`config.mk`:
```
export PLATFORM = sky130hd
export DESIGN_NAME = add3_serial_seq
export DESIGN_NICKNAME = d
export VERILOG_FILES = /design/src/rtl/add3_serial_seq.sv
export SDC_FILE = /design/constraint.sdc
export NUM_CORES = 1
export LEC_CHECK = 0
export BUFFER_PORTS_ARGS = -buffer_cell sky130_fd_sc_hd__clkbuf_2
export CORE_MARGIN = 4
export CORE_UTILIZATION = 55
export DETAILED_ROUTE_END_ITERATION = 12
export GPL_TIMING_DRIVEN = 0
export PLACE_DENSITY = 0.79
export SYNTH_ARGS = -nofsm -noshare
export SYNTH_HDL_FRONTEND = slang
export SYNTH_SLANG_ARGS = --single-unit
```
`constraint.sdc`:
```
create_clock -name clk -period 3.6 [get_ports clk]
set_clock_uncertainty 0.05 [all_clocks]
set_input_delay 0.72 -clock clk [delete_from_list [all_inputs] [get_ports clk]]
set_output_delay 0.72 -clock clk [all_outputs]
set_load 0.1 [all_outputs]
```
`src/rtl/add3_serial_seq.sv`:
```
// Digit-serial WIDTH-bit adder: feeds one 3-bit digit per clock (LSB first)
// through a single add3bit ripple adder, with a start/busy/done handshake.

module add3bit (
  input  logic [2:0] A,
  input  logic [2:0] B,
  input  logic       Cin,
  output logic [2:0] Sum,
  output logic       Cout
);

  logic [3:0] c;

  always_comb begin
    c    = '0;
    Sum  = '0;
    c[0] = Cin;
    for (int i = 0; i < 3; i++) begin
      Sum[i]  = A[i] ^ B[i] ^ c[i];
      c[i+1]  = (A[i] & B[i]) | (c[i] & (A[i] ^ B[i]));
    end
    Cout = c[3];
  end

endmodule

module add3_serial_seq #(
  parameter  int unsigned WIDTH = 12,
  localparam int unsigned NDIG  = WIDTH / 3
) (
  input  logic             clk,
  input  logic             rst,
  input  logic             start,
  input  logic [WIDTH-1:0] A,
  input  logic [WIDTH-1:0] B,
  input  logic             Cin,
  output logic             busy,
  output logic             done,
  output logic [WIDTH-1:0] Sum,
  output logic             Cout
);

  localparam int unsigned CNT_W = (NDIG > 1) ? $clog2(NDIG) : 1;

  typedef enum logic {IDLE, ADD} state_t;

  state_t             state_q, state_d;
  logic [WIDTH-1:0]   a_sh_q, a_sh_d;
  logic [WIDTH-1:0]   b_sh_q, b_sh_d;
  logic [WIDTH-1:0]   s_sh_q, s_sh_d;
  logic               carry_q, carry_d;
  logic [CNT_W-1:0]   cnt_q, cnt_d;
  logic               busy_q, busy_d;
  logic               done_q, done_d;
  logic [WIDTH-1:0]   sum_q, sum_d;
  logic               cout_q, cout_d;

  logic [2:0]         dig_sum;
  logic               dig_cout;
  logic [WIDTH-1:0]   s_next;

  add3bit u_add3bit (
    .A    (a_sh_q[2:0]),
    .B    (b_sh_q[2:0]),
    .Cin  (carry_q),
    .Sum  (dig_sum),
    .Cout (dig_cout)
  );

  // New digit enters at the top; shift form keeps WIDTH=3 legal.
  assign s_next = (s_sh_q >> 3) | (WIDTH'(dig_sum) << (WIDTH - 3));

  always_comb begin
    state_d = state_q;
    a_sh_d  = a_sh_q;
    b_sh_d  = b_sh_q;
    s_sh_d  = s_sh_q;
    carry_d = carry_q;
    cnt_d   = cnt_q;
    busy_d  = busy_q;
    done_d  = 1'b0;
    sum_d   = sum_q;
    cout_d  = cout_q;

    unique case (state_q)
      IDLE: begin
        if (start) begin
          a_sh_d  = A;
          b_sh_d  = B;
          carry_d = Cin;
          cnt_d   = '0;
          busy_d  = 1'b1;
          state_d = ADD;
        end
      end
      ADD: begin
        s_sh_d  = s_next;
        a_sh_d  = a_sh_q >> 3;
        b_sh_d  = b_sh_q >> 3;
        carry_d = dig_cout;
        cnt_d   = cnt_q + CNT_W'(1);
        if (cnt_q == CNT_W'(NDIG - 1)) begin
          sum_d   = s_next;
          cout_d  = dig_cout;
          done_d  = 1'b1;
          busy_d  = 1'b0;
          state_d = IDLE;
        end
      end
      default: state_d = IDLE;
    endcase
  end

  always_ff @(posedge clk or posedge rst) begin
    if (rst) begin
      state_q <= IDLE;
      a_sh_q  <= '0;
      b_sh_q  <= '0;
      s_sh_q  <= '0;
      carry_q <= 1'b0;
      cnt_q   <= '0;
      busy_q  <= 1'b0;
      done_q  <= 1'b0;
      sum_q   <= '0;
      cout_q  <= 1'b0;
    end else begin
      state_q <= state_d;
      a_sh_q  <= a_sh_d;
      b_sh_q  <= b_sh_d;
      s_sh_q  <= s_sh_d;
      carry_q <= carry_d;
      cnt_q   <= cnt_d;
      busy_q  <= busy_d;
      done_q  <= done_d;
      sum_q   <= sum_d;
      cout_q  <= cout_d;
    end
  end

  assign busy = busy_q;
  assign done = done_q;
  assign Sum  = sum_q;
  assign Cout = cout_q;

endmodule
```
==> qor.yml, run 1 <==
tightest_slew_ps: 556
crit_arrival_ps: 1140
io_pins: 43
static_leakage_nw: 1.37
synthDistinctLibCells: 21
tritoncts: "yes"
grt_usage_pct: 17.9
final-setup-viol-count: 0
grt_antenna_before_repair: 0
cts_inserted_buffers: 5
die_h_um: 72.2
clock_insertion_delay_worst_skew_ps: 300
port_buffers: 41
drt-vias-per-instance: 5.04
timing.critical_path.slowest_stage_cell: "sky130_fd_sc_hd__clkbuf_2"
max-slew-margin-rel_pct: 63.1
worst-endpoint-required_ps: 2830
syn2layout_area_growth_pct: 17.6
cts_max_path_buffers: 2
critical_path.top_delay_family: "buffers and inverters"
synth_cells: 178
synthesis.area_per_instance_um2: 12.7
maxSlewViolCount: 0
ant_nets: 0
grt_remaining_overflow: 0
worstPathCellList: "clkbuf_2"
die-width_um: 72.2
floorplan.initialDensity_pct: 56.7
status: "finished clean"
cp_max_stage_delay_ps: 470
first_pass_iters: 4
post-route-util_pct: 66.7
startpoint_type: "register"
drive_above_1_share_pct: 36.0
antenna_cells: 0
irDropWorstVdd_v: 0.000357
cts_resized: 0
ff2ff_setup_slack_ps: 1700
master_cell_of_the_clock_root_buffer: "sky130_fd_sc_hd__clkbuf_8"
finalWirelength_mm: 4.19
cts_hold_buffers_added: 0
cp_max_fo: 2
gpl_congestion: 0.702
hp-class: "input pin to asynchronous set/reset pin"
drtIter0Drc: 68
synth.yosys.warnings: 0
layout_worst_path_cycle_share_pct: 53.2
drc_errors: 0
vias_post_dr: 1400
hpwlAfterDp_mm: 3.13
synth_area_mm2: 0.00227
report.final.hold_viol_count: 0
avgRoutedWirePerCell_um: 15.1
placedCellCount: 270
wire_length_of_the_first_global_routing_pass_mm: 7.23
grt_pass1_vias: 1534
clock.fmax_mhz: 522
post-place-ws_ps: 1680
grt_setup_unrepaired: "false"
fin_tns_setup_ps: 0
cts.sink_count: 52
postSynthRegisterBits: 52
timing.hold.ws_ps: 388
power_density_mw_per_mm2: 999
rows: 23
critPathBufInv: 1
cts.clk_slew.worst_paths_ps: 90
grt_start_max_net_pins: 30
cap_viol_max_count: 0
path_class: "register to output port"
mappedNetlistNets: 210
worst_slack_ps: 1690
core_mm2: 0.00400
synth_sequential_area_ratio_pct: 57.4
die-area_mm2: 0.00522
post-cts-setup-buffer-count: 0
finalNetCount: 259
finalCriticalPeriod_ps: 1910
kind_of_capture_point_of_the_worst_setup_path: "output port"
finalNonFillerCells: 278
cts_htree_levels: 2
power breakdown:
part / internal, W / leakage (nW) / switching [W]
clock network: 0.000206 / 0.0541 / 0.000185
logic: 0.000388 / 0.648 / 0.000936
registers: 0.000819 / 0.663 / 0.000132
stage by stage:
stage / power (W) / instance area (µm²)
6_report: 0.00267 / 2670
3_3_place_gp: 0.00225 / 2540
2_1_floorplan: 0.00204 / 2270
5_1_grt: 0.00282 / 2670
4_1_cts: 0.00269 / 2670
3_5_place_dp: 0.00230 / 2560
registers in the layout, indices dropped and copies added (netlist names), 2 cells and up:
signal	flops
Sum	12
s_sh_q	9
cnt_q	2
b_sh_q	12
a_sh_q	12
synthesized netlist by cell type:
cell type | instances | share of area (%)
sky130_fd_sc_hd__ha_1 | 1 | 0.55
sky130_fd_sc_hd__buf_8 | 2 | 1.3
sky130_fd_sc_hd__a21oi_1 | 5 | 1.1
sky130_fd_sc_hd__nor2_1 | 10 | 1.7
sky130_fd_sc_hd__fa_1 | 3 | 2.6
sky130_fd_sc_hd__a22o_1 | 1 | 0.39
sky130_fd_sc_hd__inv_6 | 1 | 0.39
sky130_fd_sc_hd__mux2_4 | 6 | 4.0
sky130_fd_sc_hd__o22ai_1 | 1 | 0.28
sky130_fd_sc_hd__mux2i_1 | 28 | 12
sky130_fd_sc_hd__buf_6 | 3 | 1.5
sky130_fd_sc_hd__o21ai_0 | 6 | 1.3
sky130_fd_sc_hd__mux2_2 | 12 | 6.0
sky130_fd_sc_hd__dfrtp_1 | 52 | 57
sky130_fd_sc_hd__clkbuf_2 | 1 | 0.22
sky130_fd_sc_hd__o21ai_2 | 1 | 0.39
sky130_fd_sc_hd__o21ai_1 | 11 | 2.4
sky130_fd_sc_hd__buf_2 | 4 | 0.88
sky130_fd_sc_hd__nand2_1 | 18 | 3.0
sky130_fd_sc_hd__nand2_4 | 1 | 0.50
sky130_fd_sc_hd__inv_1 | 11 | 1.8
cells in the final DEF, fill, tap and decap left out, types with 2 or more instances in the layout:
cell / n
sky130_fd_sc_hd__buf_8: 2
sky130_fd_sc_hd__inv_1: 10
sky130_fd_sc_hd__clkbuf_2: 42
sky130_fd_sc_hd__buf_6: 3
sky130_fd_sc_hd__a21oi_1: 5
sky130_fd_sc_hd__nand2_1: 18
sky130_fd_sc_hd__mux2i_1: 28
sky130_fd_sc_hd__fa_1: 3
sky130_fd_sc_hd__mux2_2: 12
sky130_fd_sc_hd__mux2_4: 6
sky130_fd_sc_hd__o21ai_1: 11
sky130_fd_sc_hd__clkbuf_8: 5
sky130_fd_sc_hd__dfrtp_1: 52
sky130_fd_sc_hd__o21ai_0: 6
sky130_fd_sc_hd__buf_2: 4
sky130_fd_sc_hd__nor2_1: 10
layer usage:
| layer | track usage, % | wire length (µm) | up-vias |
|---|---|---|---|
| li1 | - | - | 690 |
| met2 | 30.4 | 2140 | 36 |
| met3 | 4.57 | 231 | 2 |
| met1 | 22.9 | 1810 | 672 |
| met5 | 0 | 0 | - |
| met4 | 4.38 | 13 | 0 |
path summary, 6_finish.rpt:
| path | start | endpoint | cells past startpoint |
|---|---|---|---|
| max | Sum[2]$_DFFE_PP0P_ | Sum[2] | 1 |
| min | rst | s_sh_q[4]$_DFFE_PP0P_ | 2 |
| max reg2reg | a_sh_q[0]$_DFFE_PP0P_ | s_sh_q[11]$_DFFE_PP0P_ | 7 |
| min reg2reg | a_sh_q[10]$_DFFE_PP0P_ | a_sh_q[7]$_DFFE_PP0P_ | 2 |
| max in group asynchronous | rst | a_sh_q[10]$_DFFE_PP0P_ | 3 |
| min in group clk | a_sh_q[10]$_DFFE_PP0P_ | a_sh_q[7]$_DFFE_PP0P_ | 2 |
cells by family (layout without fill, tap and decap cells):
| group | after synthesis | after routing | share of synthesized area [%] |
|---|---|---|---|
| AO/OA/AOI/OAI | 25 | 25 | 5.90 |
| adder cells (fa/ha/maj) | 4 | 4 | 3.20 |
| buffers and inverters | 22 | 72 | 6.12 |
| flip-flops | 52 | 52 | 57.4 |
| multiplexers | 46 | 46 | 22.3 |
| AND/OR/NAND/NOR | 29 | 29 | 5.13 |
cell type report:
cell class | count | area, µm²
Fill cell | 315 | 1330
Sequential cell | 52 | 1300
Multi-Input combinational cell | 104 | 828
Timing Repair Buffer | 42 | 225
Buffer | 10 | 88.8
Clock buffer | 5 | 68.8
Tap cell | 50 | 62.6
Inverter | 12 | 50.0
Clock inverter | 3 | 42.5
No activity file was read; power rests on OpenSTA's default activity.
==> run 2, diff against run 1 <==
--- a/config.mk
+++ b/config.mk
@@ -5,12 +5,13 @@
 export SDC_FILE = /design/constraint.sdc
 export NUM_CORES = 1
 export LEC_CHECK = 0
+export ABC_AREA = 1
 export BUFFER_PORTS_ARGS = -buffer_cell sky130_fd_sc_hd__clkbuf_2
 export CORE_MARGIN = 4
-export CORE_UTILIZATION = 55
+export CORE_UTILIZATION = 49
 export DETAILED_ROUTE_END_ITERATION = 12
 export GPL_TIMING_DRIVEN = 0
-export PLACE_DENSITY = 0.79
+export PLACE_DENSITY = 0.75
 export SYNTH_ARGS = -nofsm -noshare
 export SYNTH_HDL_FRONTEND = slang
 export SYNTH_SLANG_ARGS = --single-unit
==> constraint.sdc (replaced) <==
create_clock -name clk -period 1.6 [get_ports clk]
set_clock_uncertainty 0.05 [all_clocks]
set_input_delay 0.32 -clock clk [delete_from_list [all_inputs] [get_ports clk]]
set_output_delay 0.32 -clock clk [all_outputs]
set_load 0.1 [all_outputs]
==> run 2 against run 1 <==
Effect of this change: the run now ends with setup timing left; sequential power is 120% higher; design area is 0.14% higher; first-iteration DRC count is 16% higher; critical endpoint is now s_sh_q[11]$_DFFE_PP0P_; highest routed layer unchanged.
==> qor.yml, run 2 <==
drc_errors: 0  # unchanged
clock_insertion_delay_worst_skew_ps: 310  # about the same
gr-usage-met2_pct: 30.1  # -0.36 points
final_common_cell: "sky130_fd_sc_hd__nand2_1"
grt_usage_pct: 18.1  # +0.21 points
max-slew-margin-rel_pct: 28.4  # -35 points
avgRoutedWirePerCell_um: 12.9  # -14%
port_buffers: 41  # unchanged
violations: "setup timing"
startpoint_type: "register"
final-setup-viol-count: 4  # +4
drive_above_1_share_pct: 26.1  # -9.8 points
cp_max_fo: 2  # unchanged
synth_area_mm2: 0.00222  # -2.3%
primary_ff_master_synth: "sky130_fd_sc_hd__dfrtp_1"
synth.yosys.warnings: 0  # unchanged
grt_antenna_before_repair: 0  # unchanged
crit_arrival_ps: 1990  # +850 ps
synth-edff-count: 0  # unchanged
path_class: "register to register"
finalCriticalPeriod_ps: 1850
cp_max_stage_delay_ps: 530  # +60 ps
cts_hold_buffers_added: 0  # unchanged
clock.fmax_mhz: 542
drtIter0Drc: 79  # +16%
worstPathCellList: "inv_2 -> fa_2 -> inv_2 -> fa_2 -> inv_2 -> fa_2 -> o21ai_1"
maxSlewViolCount: 0  # unchanged
synth_area_leader_cell: "sky130_fd_sc_hd__dfrtp_1"
finalWirelength_mm: 4.44  # +5.9%
cts_inserted_buffers: 5  # unchanged
drt-vias-per-instance: 5.01  # -0.60%
gpl_congestion: 0.761  # +8.4%
master_cell_of_the_clock_root_buffer: "sky130_fd_sc_hd__clkbuf_8"
mappedNetlistNets: 272  # +30%
antenna_cells: 0  # unchanged
grt_remaining_overflow: 0  # unchanged
grt_pass1_vias: 1712  # +12%
die-area_mm2: 0.00566  # +8.6%
placedCellCount: 333  # +23%
busiest_layer: "met2"
synth_sequential_area_ratio_pct: 58.7  # +1.4 points
top_cells_by_area_synth: "sky130_fd_sc_hd__dfrtp_1 59%, sky130_fd_sc_hd__nand2_1 14%, sky130_fd_sc_hd__nand3_1 9.9%"
synthesis.area_per_instance_um2: 9.23  # -28%
cap_viol_max_count: 0  # unchanged
static_leakage_nw: 1.41  # +3.6%
worst-endpoint-required_ps: 1740  # -1090 ps
finalNetCount: 322  # +24%
synth_cells: 240  # +35%
synthDistinctLibCells: 16  # -24%
postSynth.asyncResetShare_pct: 100  # unchanged
cts_htree_levels: 2  # unchanged
cts_max_path_buffers: 2  # unchanged
postSynthRegisterBits: 52  # unchanged
power_density_mw_per_mm2: 2270  # +130%
first_pass_iters: 4  # unchanged
grt_use_met3_pct: 4.67  # +0.10 points
syn2layout_area_growth_pct: 20.6
floorplan.initialDensity_pct: 50.9  # -5.8 points
status: "complete, but fails checks"
core_mm2: 0.00435  # +8.9%
synth.top_cells.by_count: "83 x sky130_fd_sc_hd__nand2_1, 52 x sky130_fd_sc_hd__dfrtp_1, 44 x sky130_fd_sc_hd__nand3_1"
critPathBufInv: 3  # +2
ff2ff_setup_slack_ps: -250  # -1950 ps
rows: 24  # +4.3%
layout_worst_path_cycle_share_pct: 115
startpoint: "carry_q$_DFFE_PP0P_"
report.final.hold_viol_count: 0  # unchanged
layout.cells.most_common_list: "83 x sky130_fd_sc_hd__nand2_1, 52 x sky130_fd_sc_hd__dfrtp_1, 44 x sky130_fd_sc_hd__nand3_1"
hp-class: "input pin to asynchronous set/reset pin"
timing.critical_path.slowest_stage_cell: "sky130_fd_sc_hd__fa_2"
worst_slack_ps: -246  # -1930 ps
globalRouteMet1Util_pct: 23.2  # +0.24 points
io_pins: 43  # unchanged
ant_nets: 0  # unchanged
kind_of_capture_point_of_the_worst_setup_path: "register"
die-width_um: 75.2  # +4.2%
cts.clk_slew.worst_paths_ps: 100  # about the same
grt_start_max_net_pins: 53  # +77%
critical_path.top_delay_family: "adder cells"
cts.sink_count: 52  # unchanged
wire_length_of_the_first_global_routing_pass_mm: 7.70  # +6.5%
hpwlAfterDp_mm: 3.15  # +0.47%
synth_top_area_share_pct: 58.7  # +1.4 points
grt_setup_unrepaired: "true"
die_h_um: 75.2  # +4.2%
synthMostInstantiatedCell: "sky130_fd_sc_hd__nand2_1"
tightest_slew_ps: 1070  # +516 ps
tritoncts: "yes"
timing.hold.ws_ps: 177  # -210 ps
irDropWorstVdd_v: 0.000819  # +130%
r2r-start: "carry_q$_DFFE_PP0P_"
vias_post_dr: 1717  # +23%
finalNonFillerCells: 343  # +23%
run 2: cell type report:
class                   instances  area, µm²
fillers                       394       1680
flip-flops and latches         52       1300
repair buffers                 43        220
inverters                      19       75.1
clock buffers                   5       68.8
clock inverters                 3       90.1
plain buffers                  14       98.8
multi-input cells             155        752
well taps                      52       65.1
run 2: metal layers:
layer  vias up  wire length (µm)
met4         0                55
met3         5               321
met1       790              1930
met2        61              2130
met5         -                 0
li1        861                 -
run 2: kinds of logic (layout without fill, tap and decap cells):
logic type      after synthesis  in the layout  share of synthesized area [%]
compound gates               21             21                           4.74
fa+ha+maj                     4              4                           3.28
buf+inv                      33             84                           7.68
flops                        52             52                           58.7
simple gates                130            130                           25.6
run 2: worst paths after layout:
check | endpoint | cells past startpoint
setup / recovery | s_sh_q[11]$_DFFE_PP0P_ | 7
hold / removal | cnt_q[1]$_DFFE_PP0P_ | 2
setup reg to reg | s_sh_q[11]$_DFFE_PP0P_ | 7
hold reg to reg | a_sh_q[10]$_DFFE_PP0P_ | 2
max in group asynchronous | Cout$_DFFE_PP0P_ | 2
min in group clk | b_sh_q[9]$_DFFE_PP0P_ | 3
run 2: metrics by stage:
step           util (%)  power (W)  setup TNS (ps)  worst slack (ps)  instance area [µm²]
6_report           61.4    0.00607            -711              -246                 2670
3_3_place_gp       57.3    0.00480            -585              -168                 2490
3_5_place_dp       57.3    0.00487            -638              -195                 2490
2_1_floorplan         -    0.00431            -309              -125                 2220
5_1_grt            61.4    0.00648           -1160              -316                 2670
4_1_cts            61.1    0.00610            -713              -205                 2660
run 2: power by group:
group	internal (W)	switching (W)
clock network	0.000782	0.000435
logic	0.000686	0.00207
registers	0.00183	0.000273
run 2: what timing repair did:
item | CTS | global route
cloned | 0 | 0
pin swaps | 2 | 4
setup buffers | 1 | 1
endpoints found under the setup margin | 5 | 6
gates resized for setup | 1 | 3
endpoints found under the hold margin | 0 | 0
==> run 3, diff against run 2 <==
--- a/config.mk
+++ b/config.mk
@@ -8,10 +8,10 @@
 export ABC_AREA = 1
 export BUFFER_PORTS_ARGS = -buffer_cell sky130_fd_sc_hd__clkbuf_2
 export CORE_MARGIN = 4
-export CORE_UTILIZATION = 49
+export CORE_UTILIZATION = 55
 export DETAILED_ROUTE_END_ITERATION = 12
 export GPL_TIMING_DRIVEN = 0
-export PLACE_DENSITY = 0.75
+export PLACE_DENSITY = 0.79
 export SYNTH_ARGS = -nofsm -noshare
 export SYNTH_HDL_FRONTEND = slang
 export SYNTH_SLANG_ARGS = --single-unit
==> constraint.sdc (replaced) <==
create_clock -name clk -period 2.3 [get_ports clk]
set_clock_uncertainty 0.05 [all_clocks]
set_input_delay 0.46 -clock clk [delete_from_list [all_inputs] [get_ports clk]]
set_output_delay 0.46 -clock clk [all_outputs]
set_load 0.1 [all_outputs]
==> run 3 against run 2 <==
Effect of this change: the run now ends clean; cell count decreased by 1.5%; largest cell class unchanged; via count increased by 1.3%; largest power group unchanged; sequential cell count did not move; design area shrank 0.42%; clock power shrank 31%; hold slack worse by 78 ps; highest routed layer unchanged; critical path depth did not move; routed wire length increased by 0.32%; combinational power down 32%.
==> qor.yml, run 3 (synthesis gave the netlist of run 2 again) <==
status: "finished clean"
layout_worst_path_cycle_share_pct: 80.8  # -35 points
grt_setup_unrepaired: "false"
master_cell_of_the_clock_root_buffer: "sky130_fd_sc_hd__clkbuf_8"
first_pass_iters: 4  # unchanged
startpoint_type: "register"
io_pins: 43  # unchanged
cts_max_path_buffers: 2  # unchanged
core_mm2: 0.00377  # -13%
cts_htree_levels: 2  # unchanged
static_leakage_nw: 1.42  # +0.46%
die_h_um: 71.5  # -5.0%
postPlaceCellArea_mm2: 0.00250  # +0.25%
die-width_um: 71.5  # -5.0%
cts.sink_count: 52  # unchanged
irDropWorstVdd_v: 0.000603  # -26%
rows: 22  # -8.3%
cts_inserted_buffers: 5  # unchanged
kind_of_capture_point_of_the_worst_setup_path: "register"
post-cts-setup-buffer-count: 0  # -1
wire_length_of_the_first_global_routing_pass_mm: 7.86  # +2.1%
floorplan.initialDensity_pct: 58.8  # +7.9 points
avgRoutedWirePerCell_um: 13.2  # +1.8%
drtIter0Drc: 85  # +7.6%
hp-class: "input pin to asynchronous set/reset pin"
drive_above_1_share_pct: 23.4  # -2.7 points
grt_usage_pct: 19.5  # +1.4 points
layout.cells.most_common_list: "83 x sky130_fd_sc_hd__nand2_1, 52 x sky130_fd_sc_hd__dfrtp_1, 44 x sky130_fd_sc_hd__nand3_1"
timing.hold.ws_ps: 99.3  # -77.9 ps
cap_viol_max_count: 0  # unchanged
timing.critical_path.slowest_stage_cell: "sky130_fd_sc_hd__fa_1"
finalNetCount: 321  # -0.31%
worst-endpoint-required_ps: 2450  # +710 ps
clock.fmax_mhz: 538  # -0.63%
cts.clk_slew.worst_paths_ps: 90  # about the same
grt_pass1_vias: 1676  # -2.1%
report.final.hold_viol_count: 0  # unchanged
finalWirelength_mm: 4.45  # +0.32%
max-slew-margin-rel_pct: 63.9  # +36 points
port_buffers: 41  # unchanged
cp_max_stage_delay_ps: 510  # -20 ps
path_class: "register to register"
finalCriticalPeriod_ps: 1860  # +11.8 ps
grt_antenna_before_repair: 0  # unchanged
grt_start_max_net_pins: 31  # -42%
gpl_congestion: 0.803  # +5.5%
drc_errors: 0  # unchanged
maxSlewViolCount: 0  # unchanged
die-area_mm2: 0.00511  # -9.8%
syn2layout_area_growth_pct: 20.0
ant_nets: 0  # unchanged
vias_post_dr: 1739  # +1.3%
final_common_cell: "sky130_fd_sc_hd__nand2_1"
final_area_mm2: 0.00266  # -0.42%
cts_resized: 0  # -1
tightest_slew_ps: 543  # -529 ps
hpwlAfterDp_mm: 3.21  # +2.0%
cp_max_fo: 2  # unchanged
grt_remaining_overflow: 0  # unchanged
worstPathCellList: "inv_1 -> fa_1 -> inv_1 -> fa_1 -> inv_1 -> fa_1 -> o21ai_1"
clock_insertion_delay_worst_skew_ps: 310  # about the same
power_density_mw_per_mm2: 1580  # -31%
drt-vias-per-instance: 5.14  # +2.8%
tritoncts: "yes"
antenna_cells: 0  # unchanged
crit_arrival_ps: 2010  # +20 ps
final-setup-viol-count: 0  # -4
cts_hold_buffers_added: 0  # unchanged
==> run 3: layer usage <==
| layer | routed length (µm) | up-vias | global-route usage, % | part of all wire [%] |
|---|---|---|---|---|
| met1 | 1890 | 816 | 25.1 | 42 |
| met2 | 2140 | 63 | 31.7 | 48 |
| li1 | - | 854 | - | - |
| met3 | 344 | 6 | 5.61 | 7.7 |
| met5 | 0 | - | 0 | 0 |
| met4 | 74 | 0 | 6.89 | 1.7 |
==> run 3: worst max-delay path, delay by kind of cell, from the launching register on <==
kind                     cells  cell delay (ps)
AO/OA/AOI/OAI                1               80
adder cells (fa/ha/maj)      3             1080
buffers and inverters        3              180
flip-flops                   1              360
==> run 3: where the power goes <==
part           internal [W]  leakage (nW)  total [W]  switching [W]
Clock              0.000544        0.0784   0.000844       0.000300
Sequential          0.00127         0.677    0.00146       0.000186
Combinational      0.000451         0.666    0.00189        0.00144
==> run 3: cell type report <==
class | count | area (µm²)
repair buffers | 42 | 225
clock buffers | 5 | 68.8
well taps | 48 | 60.1
clock inverters | 3 | 90.1
flip-flops and latches | 52 | 1300
inverters | 19 | 71.3
plain buffers | 14 | 98.8
fillers | 317 | 1110
multi-input cells | 155 | 744
==> run 3: per-stage QoR <==
stage                     worst slack (ps)  total power, W  TNS [ps]  utilization [%]  cells
after floorplan                        532         0.00299         0                -    240
after global placement               -89.2         0.00333     -4560             65.8    329
after detailed placement               453         0.00338         0             66.3    330
after CTS                              438         0.00423         0             70.5    338
after global routing                   377         0.00446         0             70.5    338
final                                  442         0.00419         0             70.5    338
==> run 3: worst paths after layout <==
kind,slack [ps],endpoint,cells after the start,start
max,440,Sum[11]$_DFFE_PP0P_,7,a_sh_q[0]$_DFFE_PP0P_
min,100,a_sh_q[5]$_DFFE_PP0P_,2,rst
max reg2reg,440,Sum[11]$_DFFE_PP0P_,7,a_sh_q[0]$_DFFE_PP0P_
min reg2reg,430,cnt_q[0]$_DFFE_PP0P_,1,cnt_q[0]$_DFFE_PP0P_
max in group asynchronous,1570,done$_DFF_PP0_,3,rst
min in group clk,320,a_sh_q[9]$_DFFE_PP0P_,3,A[9]
